$ cat src/rtl/pe_array_ctrl.sv
// Sequencer for a weight-stationary systolic array: loads ROWS weight beats, streams
// the job's feature vectors, drains the pipeline and flags when psum outputs are valid.
module pe_array_ctrl #(
  parameter int ROWS      = 4,
  parameter int COLS      = 4,
  parameter int NUM_VEC_W = 8,
  localparam int ROW_W    = (ROWS > 1) ? $clog2(ROWS) : 1
) (
  input  logic                 clk_in,
  input  logic                 nrst_in,
  input  logic                 start_in,
  input  logic [NUM_VEC_W-1:0] num_vec_in,
  output logic                 busy_out,
  output logic                 done_out,
  input  logic                 w_valid_in,
  output logic                 w_ready_out,
  input  logic                 f_valid_in,
  output logic                 f_ready_out,
  output logic                 pe_ctrl_out,
  output logic                 feat_en_out,
  output logic                 psum_valid_out,
  output logic [ROW_W-1:0]     row_idx_out,
  output logic [NUM_VEC_W-1:0] vec_cnt_out
);

  localparam int LAT   = ROWS + COLS - 1;
  localparam int DRN_W = $clog2(LAT + 1);

  typedef enum logic [2:0] {IDLE, LOAD_W, COMPUTE, DRAIN, DONE} state_t;

  state_t               r_state;
  state_t               w_nextState;
  logic                 r_busy;
  logic                 r_done;
  logic                 r_wReady;
  logic                 r_fReady;
  logic                 r_peCtrl;
  logic [ROW_W-1:0]     r_rowIdx;
  logic [NUM_VEC_W-1:0] r_vecCnt;
  logic [NUM_VEC_W-1:0] r_numVec;
  logic [DRN_W-1:0]     r_drainCnt;
  logic [LAT-1:0]       r_validPipe;

  logic                 w_wXfer;
  logic                 w_fXfer;
  logic [NUM_VEC_W-1:0] w_vecNext;
  logic [LAT:0]         w_pipeNext;

  assign w_wXfer    = r_wReady & w_valid_in;
  assign w_fXfer    = r_fReady & f_valid_in;
  assign w_vecNext  = r_vecCnt + 1'b1;
  assign w_pipeNext = {r_validPipe, w_fXfer};

  always_comb begin
    w_nextState = r_state;
    case (r_state)
      IDLE:    if (start_in) w_nextState = (num_vec_in != '0) ? LOAD_W : DONE;
      LOAD_W:  if (w_wXfer && (r_rowIdx == ROW_W'(ROWS - 1))) w_nextState = COMPUTE;
      COMPUTE: if (w_fXfer && (w_vecNext == r_numVec)) w_nextState = DRAIN;
      DRAIN:   if (r_drainCnt == DRN_W'(LAT - 1)) w_nextState = DONE;
      DONE:    w_nextState = IDLE;
      default: w_nextState = IDLE;
    endcase
  end

  // Handshake and status flags are registered from the next state so they change
  // cleanly on the same edge as the state itself.
  always_ff @(posedge clk_in or negedge nrst_in) begin
    if (!nrst_in) begin
      r_state    <= IDLE;
      r_busy     <= 1'b0;
      r_done     <= 1'b0;
      r_wReady   <= 1'b0;
      r_fReady   <= 1'b0;
      r_peCtrl   <= 1'b0;
      r_rowIdx   <= '0;
      r_vecCnt   <= '0;
      r_numVec   <= '0;
      r_drainCnt <= '0;
    end else begin
      r_state  <= w_nextState;
      r_busy   <= (w_nextState != IDLE);
      r_done   <= (w_nextState == DONE);
      r_wReady <= (w_nextState == LOAD_W);
      r_peCtrl <= (w_nextState == LOAD_W);
      r_fReady <= (w_nextState == COMPUTE);
      case (r_state)
        IDLE: begin
          if (start_in && (num_vec_in != '0)) begin
            r_numVec <= num_vec_in;
            r_rowIdx <= '0;
            r_vecCnt <= '0;
          end
        end
        LOAD_W: begin
          if (w_wXfer && (r_rowIdx != ROW_W'(ROWS - 1))) r_rowIdx <= r_rowIdx + 1'b1;
        end
        COMPUTE: begin
          if (w_fXfer) r_vecCnt <= w_vecNext;
          r_drainCnt <= '0;
        end
        DRAIN: begin
          r_drainCnt <= r_drainCnt + 1'b1;
        end
        default: ;
      endcase
    end
  end

  // One tap per pipeline stage so bubbles in the feature stream reappear at the output.
  always_ff @(posedge clk_in or negedge nrst_in) begin
    if (!nrst_in) begin
      r_validPipe <= '0;
    end else begin
      r_validPipe <= w_pipeNext[LAT-1:0];
    end
  end

  assign busy_out       = r_busy;
  assign done_out       = r_done;
  assign w_ready_out    = r_wReady;
  assign f_ready_out    = r_fReady;
  assign pe_ctrl_out    = r_peCtrl;
  assign feat_en_out    = w_fXfer;
  assign psum_valid_out = r_validPipe[LAT-1];
  assign row_idx_out    = r_rowIdx;
  assign vec_cnt_out    = r_vecCnt;

endmodule
$ cat config.mk
export PLATFORM = sky130hd
export DESIGN_NAME = pe_array_ctrl
export DESIGN_NICKNAME = d
export VERILOG_FILES = /design/src/rtl/pe_array_ctrl.sv
export SDC_FILE = /design/constraint.sdc
export NUM_CORES = 1
export LEC_CHECK = 0
export BUFFER_PORTS_ARGS = -buffer_cell sky130_fd_sc_hd__buf_2
export CAP_MARGIN = 5
export CORE_MARGIN = 1
export CORE_UTILIZATION = 50
export CTS_CLUSTER_SIZE = 10
export DETAILED_ROUTE_END_ITERATION = 7
export PLACE_DENSITY = 0.82
export SYNTH_ARGS = -nofsm -noshare
export SYNTH_HDL_FRONTEND = slang
export SYNTH_SLANG_ARGS = --single-unit
$ cat constraint.sdc
create_clock -name clk_in -period 1.9 [get_ports clk_in]
set_input_delay 0.095 -clock clk_in [delete_from_list [all_inputs] [get_ports clk_in]]
set_output_delay 0.095 -clock clk_in [all_outputs]
set_load 0.01 [all_outputs]
Word level (Yosys, flattened, before mapping)
Index checks and enable logic that the tools add are counted.

Register bits: 35. Input bits: 13. Output and inout port bits: 17. Logic and storage cells: 54.

$add $sub $neg: 3. Eq/ne operators: 13. Mux-type cells: 13. Bitwise logic cells: 2. Reduce and logical (&&, ||, !) cells: 13.

Operator list (count): $mux 8 (2); $pmux 8 s2 (1); $mux 3 (5); $pmux 3 s4 (1); $eq 3x2->1 const B (3); $add 8x1->8 const B (1); $eq 8x8->1 (1); $ne 2x2->1 const B (4); $reduce_bool 8->1 (1); $eq 3x1->1 const B (2); $eq 3x3->1 const B (2); $pmux 3 s2 (1); $reduce_and 3->1 (2); $reduce_bool 2->1 (3); $logic_and 1x1->1 (4); $mux 2 (2); $pmux 2 s2 (1); $add 3x1->3 const B (1); $logic_not 3->1 (1); $reduce_bool 3->1 (1); $add 2x1->2 const B (1); $and 1x1->1 (2); $eq 2x2->1 const B (1); $reduce_and 2->1 (1).

Logic depth before layout (Yosys ltp)
Gate-level depths: netlist of the first run.

Depth in word-level cells: 6. Gate-level depth with buffers: 7. Depth with buffers taken out: 7.

Worst setup path after synthesis of the first run
No wires, ideal clock.

Path kind: reg-to-reg. Start: register r_vecCnt[1], in the netlist vec_cnt_out[1]. End: register r_fReady, in the netlist f_ready_out. Setup time: 0.120 ns. Arrival time: 1.864 ns. Required time: 1.780 ns. Slack: -0.084 ns. Cell stages (with the launch flop): 7. Path buffers: 0. Clock period less this slack: 1.984 ns. Cells stage by stage: dfrtp_1 ha_1 xor2_1 a2111oi_2 nand4_1 a2111o_1 and3_1.

Cells in the longest elaborated chain, start to end: 6.

Ends and longest elaborated chain: start: declaration (line 39) `logic [NUM_VEC_W-1:0] r_vecCnt;`; start signal: assignment (line 99) `if (w_fXfer) r_vecCnt <= w_vecNext;`; $add 8x1->8 (line 51) `assign w_vecNext = r_vecCnt + 1'b1;`; $eq 8x8->1 (line 59) `COMPUTE: if (w_fXfer && (w_vecNext == r_numVec)) w_nextState = DRAIN;`; $logic_and 1x1->1 (line 59); $mux 3 (line 59); $pmux 3 s4 (line 56) `case (r_state)`; $eq 3x2->1 (line 86) `r_fReady <= (w_nextState == COMPUTE);`; end signal: assignment (line 86); end: declaration (line 36) `logic r_fReady;`.

No other way between the ends. A chain may end at the register's enable or synchronous reset.

Final worst setup path of the first run
Start: register r_vecCnt[3], in the netlist vec_cnt_out[3]. End: register r_fReady, in the netlist f_ready_out.

The elaborated chain is that of the path after synthesis.

==> results.cfg, run 1 <==
[synth]
ys_async_sr_fraction_pct = 100
synthDominantCellAreaShare_pct = 49.2
ys_seq_elements = 35
avgSynthCellArea_um2 = 9.74
ys.flop_type = dfrtp_1
yosysTopAreaCell = dfrtp_1
synth_cells = 183
synth_common_cells = nand2_1 (37), dfrtp_1 (35), o21ai_0 (19)
synth_edf_count = 0
post-synth-top-count-cell = nand2_1
ys_warn_count = 0
ys_seq_area_share_pct = 49.2
synth_area_um2 = 1780
synth_nets = 200
ys_types = 45
synth_area_leaders = dfrtp_1 (49%), nand2_1 (7.8%), o21ai_0 (5.3%)

[critical_path]
endpoint = f_ready_out
crit_fanout = 4
cp_data_arrival_time_ns = 2.08
r2r-start = vec_cnt_out[3]
crit_type = flip-flop to flip-flop
r2r_cells = 5
cp-end-kind = flip-flop
critPathRequiredTime_ns = 2.14
cp-start-kind = flip-flop
r2r_slack_ns = 0.06
crit_start = vec_cnt_out[3]
r2r_end = f_ready_out

[grt]
grt_pass1_vias = 1387
antenna_found_initial = 0
grt_overflow = 0
grtUsageTotal_pct = 23.4
grt_pass1_wl_mm = 6.29
grt_max_degree = 36

[clocking]
cts_buffer_depth = 2
cts.clk_slew.worst_paths_ns = 0.10
tritoncts = built
cts.sinks = 35
cts_max_level = 2
clk_latency_ns = 0.34
cts_buffers = 5
cts_root_buf = clkbuf_4

[floorplan]
fp-row-count = 21
die_h_um = 61.7
initial_core_util_pct = 53.0
core_area_um2 = 3360
die-area_um2 = 3810
die_x_um = 61.7
io_pins = 30

[power]
p_per_area_nw_per_um2 = 1120
peakVddDrop_v = 0.000764
p_leak_nw = 1.05

[place]
port_buffers = 29
pre_cts_ws_ns = -0.0239
placed_cells = 262
routabilityCongestion = 0.891
hpwl_mm = 2.73

[drt]
drc = 0
wl_mm = 3.90
post_drt_wl_per_cell_um = 14.0
dr_total_vias = 1475
vias_per_cell = 5.31
drt.antenna.violating_nets = 0
drtIter0Drc = 115
drt_pass1_iterations = 4

[finish]
seq_area_um2 = 878
multi_input_area_um2 = 871
fin_cells = 278
diodes = 0
area_growth_pct = 22.7
fillers = 293
nNetsFinal = 249
final_layout_size_suffix_gt1_share_pct = 27.6

[sta]
skew_ns = 0.0126
setup_ws_ns = 0.0592
post-route-period-util_pct = 96.9
max_freq_ghz = 0.543
worst_slew_pin_slew_ns = 0.752
rsz0062_at_grt = yes
hold_viol_final = 0
drv_slew = 0
setup_viol = 0
fin_crit_ns = 1.84
maxSlewHeadroom_pct = 49.9
setup-tns-final_ns = 0

[run_status]
outcome = finished clean

[worst_hold_path]
hold_class = input port to flip-flop

[job]
maxCapViolations = 0
## stage by stage
step,hold slack [ns],instance area (µm²),total power (W),util [%]
after detailed placement,0.205,2040,0.00205,60.6
final,0.0193,2190,0.00244,65.0
after global routing,0.0127,2190,0.00264,65.0
after global placement,0.203,2040,0.00201,60.6
after floorplan,-0.201,1800,0.00174,-
after CTS,0.00725,2160,0.00243,64.3
## cell families after synthesis
family	synth area share, %
flip-flops	49.2
buffers and inverters	3.51
XOR/XNOR	4.42
AO/OA/AOI/OAI	12.1
AND/OR/NAND/NOR	26.0
multiplexers	2.04
adder cells (fa/ha/maj)	2.81
## metal layers
| metal | vias to the layer above | wire (µm) | track usage [%] | part of all wire, % |
|---|---|---|---|---|
| met4 | 0 | 69 | 8.89 | 1.8 |
| met1 | 709 | 1760 | 31.1 | 45 |
| met2 | 34 | 1910 | 37.5 | 49 |
| li1 | 724 | - | - | - |
| met3 | 8 | 161 | 5.59 | 4.1 |
| met5 | - | 0 | 0 | 0 |
## worst min-delay path by stage
stage | end | from | depth (start not counted) | slack (ns)
floorplan | busy_out | nrst_in | 0 | -0.20
global placement | r_validPipe[6] | nrst_in | 1 | 0.20
detailed placement | r_validPipe[6] | nrst_in | 1 | 0.20
CTS | r_numVec[3] | num_vec_in[3] | 2 | 0.007
global route | r_numVec[0] | num_vec_in[0] | 2 | 0.01
finish | r_numVec[3] | num_vec_in[3] | 2 | 0.02
## worst max-delay path, cell delays in order (launching register included)
cell,delay [ns]
dfrtp_1,0.42
and3_4,0.21
and3_4,0.22
mux2_4,0.30
a2111o_1,0.42
and3_1,0.17
## layout by cell type (no fill, tap or decap), types with 2 or more instances in the layout
cell type and n:
dfrtp_2 2, nand3_1 10, o21ai_0 19, xnor2_1 4
and3_1 2, nor3_1 3, a22o_1 2, buf_4 13
and3_4 2, nor2_1 8, nor3b_1 2, inv_1 3
nor2b_1 5, dfrtp_1 33, nand2_1 37, nor4_1 2
nand3b_1 3, xor2_1 4, dlygate4sd3_1 8, nand2b_1 5
clkbuf_4 5, a21oi_1 2, buf_2 29, clkbuf_1 2
ha_1 3
## cell type report
cell class | count | area share, %
Timing Repair Buffer | 50 | 14.8
Sequential cell | 35 | 40.2
Clock buffer | 7 | 2.06
Multi-Input combinational cell | 137 | 39.8
Tap cell | 46 | 2.63
Inverter | 3 | 0.515
## registers in the layout, indices dropped and copies added (netlist names)
register     cells
busy_out         1
done_out         1
f_ready_out      1
pe_ctrl_out      1
r_drainCnt       3
r_numVec         8
r_state          3
r_validPipe      7
row_idx_out      2
vec_cnt_out      8
## power breakdown
| group | internal [W] | leakage, nW | switching, W |
|---|---|---|---|
| combinational | 0.000421 | 0.566 | 0.000493 |
| sequential | 0.000963 | 0.456 | 0.000196 |
| clock | 0.000139 | 0.0254 | 0.000226 |
| total | 0.00152 | 1.05 | 0.000915 |
## timing repair
| action | 4_1_cts | 5_1_grt |
|---|---|---|
| setup endpoints to repair | 1 | 2 |
| gates resized for setup | 0 | 4 |
| hold buffers | 8 | 0 |
| hold endpoints to repair | 42 | 0 |
| setup buffers | 0 | 1 |
| pin swaps | 1 | 5 |
No activity file was read; power rests on OpenSTA's default activity.
==> inputs of run 2 (changes only) <==
==> constraint.sdc (replaced) <==
create_clock -name clk_in -period 1.9 [get_ports clk_in]
set_input_delay 0.095 -clock clk_in [delete_from_list [all_inputs] [get_ports clk_in]]
set_output_delay 0.095 -clock clk_in [all_outputs]
set_load 0.05 [all_outputs]
==> run 2 against run 1 <==
Global-route usage barely moved. Critical path depth did not move. Die area did not move. Largest cell class unchanged. Critical endpoint unchanged. Fmax barely moved. Clock power rose by 82%. Cell area rose by 2.2%. Wire length fell by 0.62%.
==> results.cfg, run 2 (synthesis gave the netlist of run 1 again) <==
[run_status]
outcome = finished clean

[critical_path]
critPathRequiredTime_ns = 2.15
crit_fanout = 4
slowest_stage = dfrtp_1
r2r-start = r_numVec[7]
critPathTopFamily = compound AO/OA/AOI/OAI gates
r2r_cells = 5
cpPeakStageDelay_ns = 0.43
crit_type = flip-flop to flip-flop
crit_chain = mux2_2 -> a211oi_2 -> a31oi_1 -> a2111o_1 -> and3_1
r2r_end = f_ready_out
r2r_slack_ns = 0.06
cp-start-kind = flip-flop
path_buf_inv = 0
cp-end-kind = flip-flop
crit_start = r_numVec[7]
cp_data_arrival_time_ns = 2.09

[clocking]
cts_buffers = 5
cts_buffer_depth = 2
tritoncts = built
cts_root_buf = clkbuf_4
cts.sinks = 35
clk_latency_ns = 0.36
cts.clk_slew.worst_paths_ns = 0.12
cts_max_level = 2

[place]
dpl_cell_area_um2 = 2020
routabilityCongestion = 0.951
port_buffers = 29
hpwl_mm = 2.79

[finish]
area_growth_pct = 25.4
nNetsFinal = 248
final_cell_mix = nand2_1 (37), dfrtp_1 (30), buf_2 (29)
fin_area_um2 = 2230
final_common_cell = nand2_1
diodes = 0
final_layout_size_suffix_gt1_share_pct = 27.6

[drt]
drt_pass1_iterations = 4
dr_total_vias = 1484
drt.antenna.violating_nets = 0
post_drt_wl_per_cell_um = 13.9
drtIter0Drc = 98
drc = 0
wl_mm = 3.88
vias_per_cell = 5.34

[worst_hold_path]
hp-start = w_valid_in
hold_class = input port to flip-flop
min_to = row_idx_out[1]
hold_depth = 5

[sta]
hold_ws_ns = 0.117
rsz0062_at_grt = yes
drv_slew = 0
maxSlewHeadroom_pct = 49.1
worst_slew_pin_slew_ns = 0.764
setup_viol = 0
hold_viol_final = 0
skew_ns = 0.0164
post-route-period-util_pct = 96.8
max_freq_ghz = 0.544
fin_crit_ns = 1.84

[floorplan]
fp-row-count = 21
die_h_um = 61.7
die-area_um2 = 3810
die_x_um = 61.7
initial_core_util_pct = 53.0
io_pins = 30
core_area_um2 = 3360

[grt]
grt_pass1_vias = 1374
grtUsageTotal_pct = 23.4
grt_max_degree = 36
antenna_found_initial = 0
grt_pass1_wl_mm = 6.16
grt_overflow = 0

[job]
maxCapViolations = 0

[power]
p_clk_share_pct = 22.5
power_frac_seq_pct = 39.7
p_leak_nw = 1.06
peakVddDrop_v = 0.000704
sw_frac_of_total_pct = 39.7
comb_power_share_pct = 37.8
p_int_w = 0.00179
power_switching_w = 0.00117
p_per_area_nw_per_um2 = 1330
run 2: worst max-delay path by stage:
stage	cells after the start	slack, ns	end
after global placement	5	0.12	f_ready_out
after global routing	6	-0.03	f_ready_out
after floorplan	6	-0.10	f_ready_out
final	5	0.06	f_ready_out
after CTS	5	0.02	f_ready_out
after detailed placement	5	0.04	f_ready_out
run 2: area by class of cell:
cell class,count,area (µm²)
clock buffers,6,41.3
clock inverters,2,60.1
fillers,292,1130
inverters,3,11.3
multi-input cells,137,861
flip-flops and latches,35,882
well taps,46,57.6
repair buffers,49,320
run 2: timing repair:
item	in CTS	in global routing
endpoints found under the hold margin	44	0
hold buffers	10	0
endpoints found under the setup margin	0	1
gates resized for setup	0	1
buffers inserted	0	1
run 2: power groups by stage:
stage | Clock (W) | Combinational [W] | Sequential [W]
CTS | 0.000683 | 0.00110 | 0.00117
global placement | 0 | 0.00106 | 0.00117
finish | 0.000666 | 0.00112 | 0.00118
global route | 0.000713 | 0.00124 | 0.00120
floorplan | 0 | 0.000631 | 0.00133
detailed placement | 0 | 0.00108 | 0.00118
run 2: layer usage:
| layer | GRT usage (%) | up-vias | share of wire (%) |
|---|---|---|---|
| li1 | - | 732 | - |
| met1 | 30.8 | 705 | 45 |
| met2 | 36.1 | 42 | 48 |
| met3 | 7.25 | 5 | 4.4 |
| met4 | 9.84 | 0 | 1.7 |
| met5 | 0 | - | 0 |
run 2: per-stage QoR:
step | setup WS [ns] | TNS [ns] | total power, W | util (%) | instances
after floorplan | -0.104 | -0.104 | 0.00196 | - | 183
after global placement | 0.120 | 0 | 0.00223 | 60.0 | 259
after detailed placement | 0.0370 | 0 | 0.00227 | 60.0 | 259
after CTS | 0.0151 | 0 | 0.00295 | 66.0 | 277
after global routing | -0.0343 | -0.0343 | 0.00315 | 66.4 | 278
final | 0.0601 | 0 | 0.00296 | 66.4 | 278
run 2: tightest hold or removal path: stages:
cell and delay, ns:
buf_2 0.10, nand2_1 0.06, nor3_1 0.05, nand2_1 0.05, o21ai_0 0.07
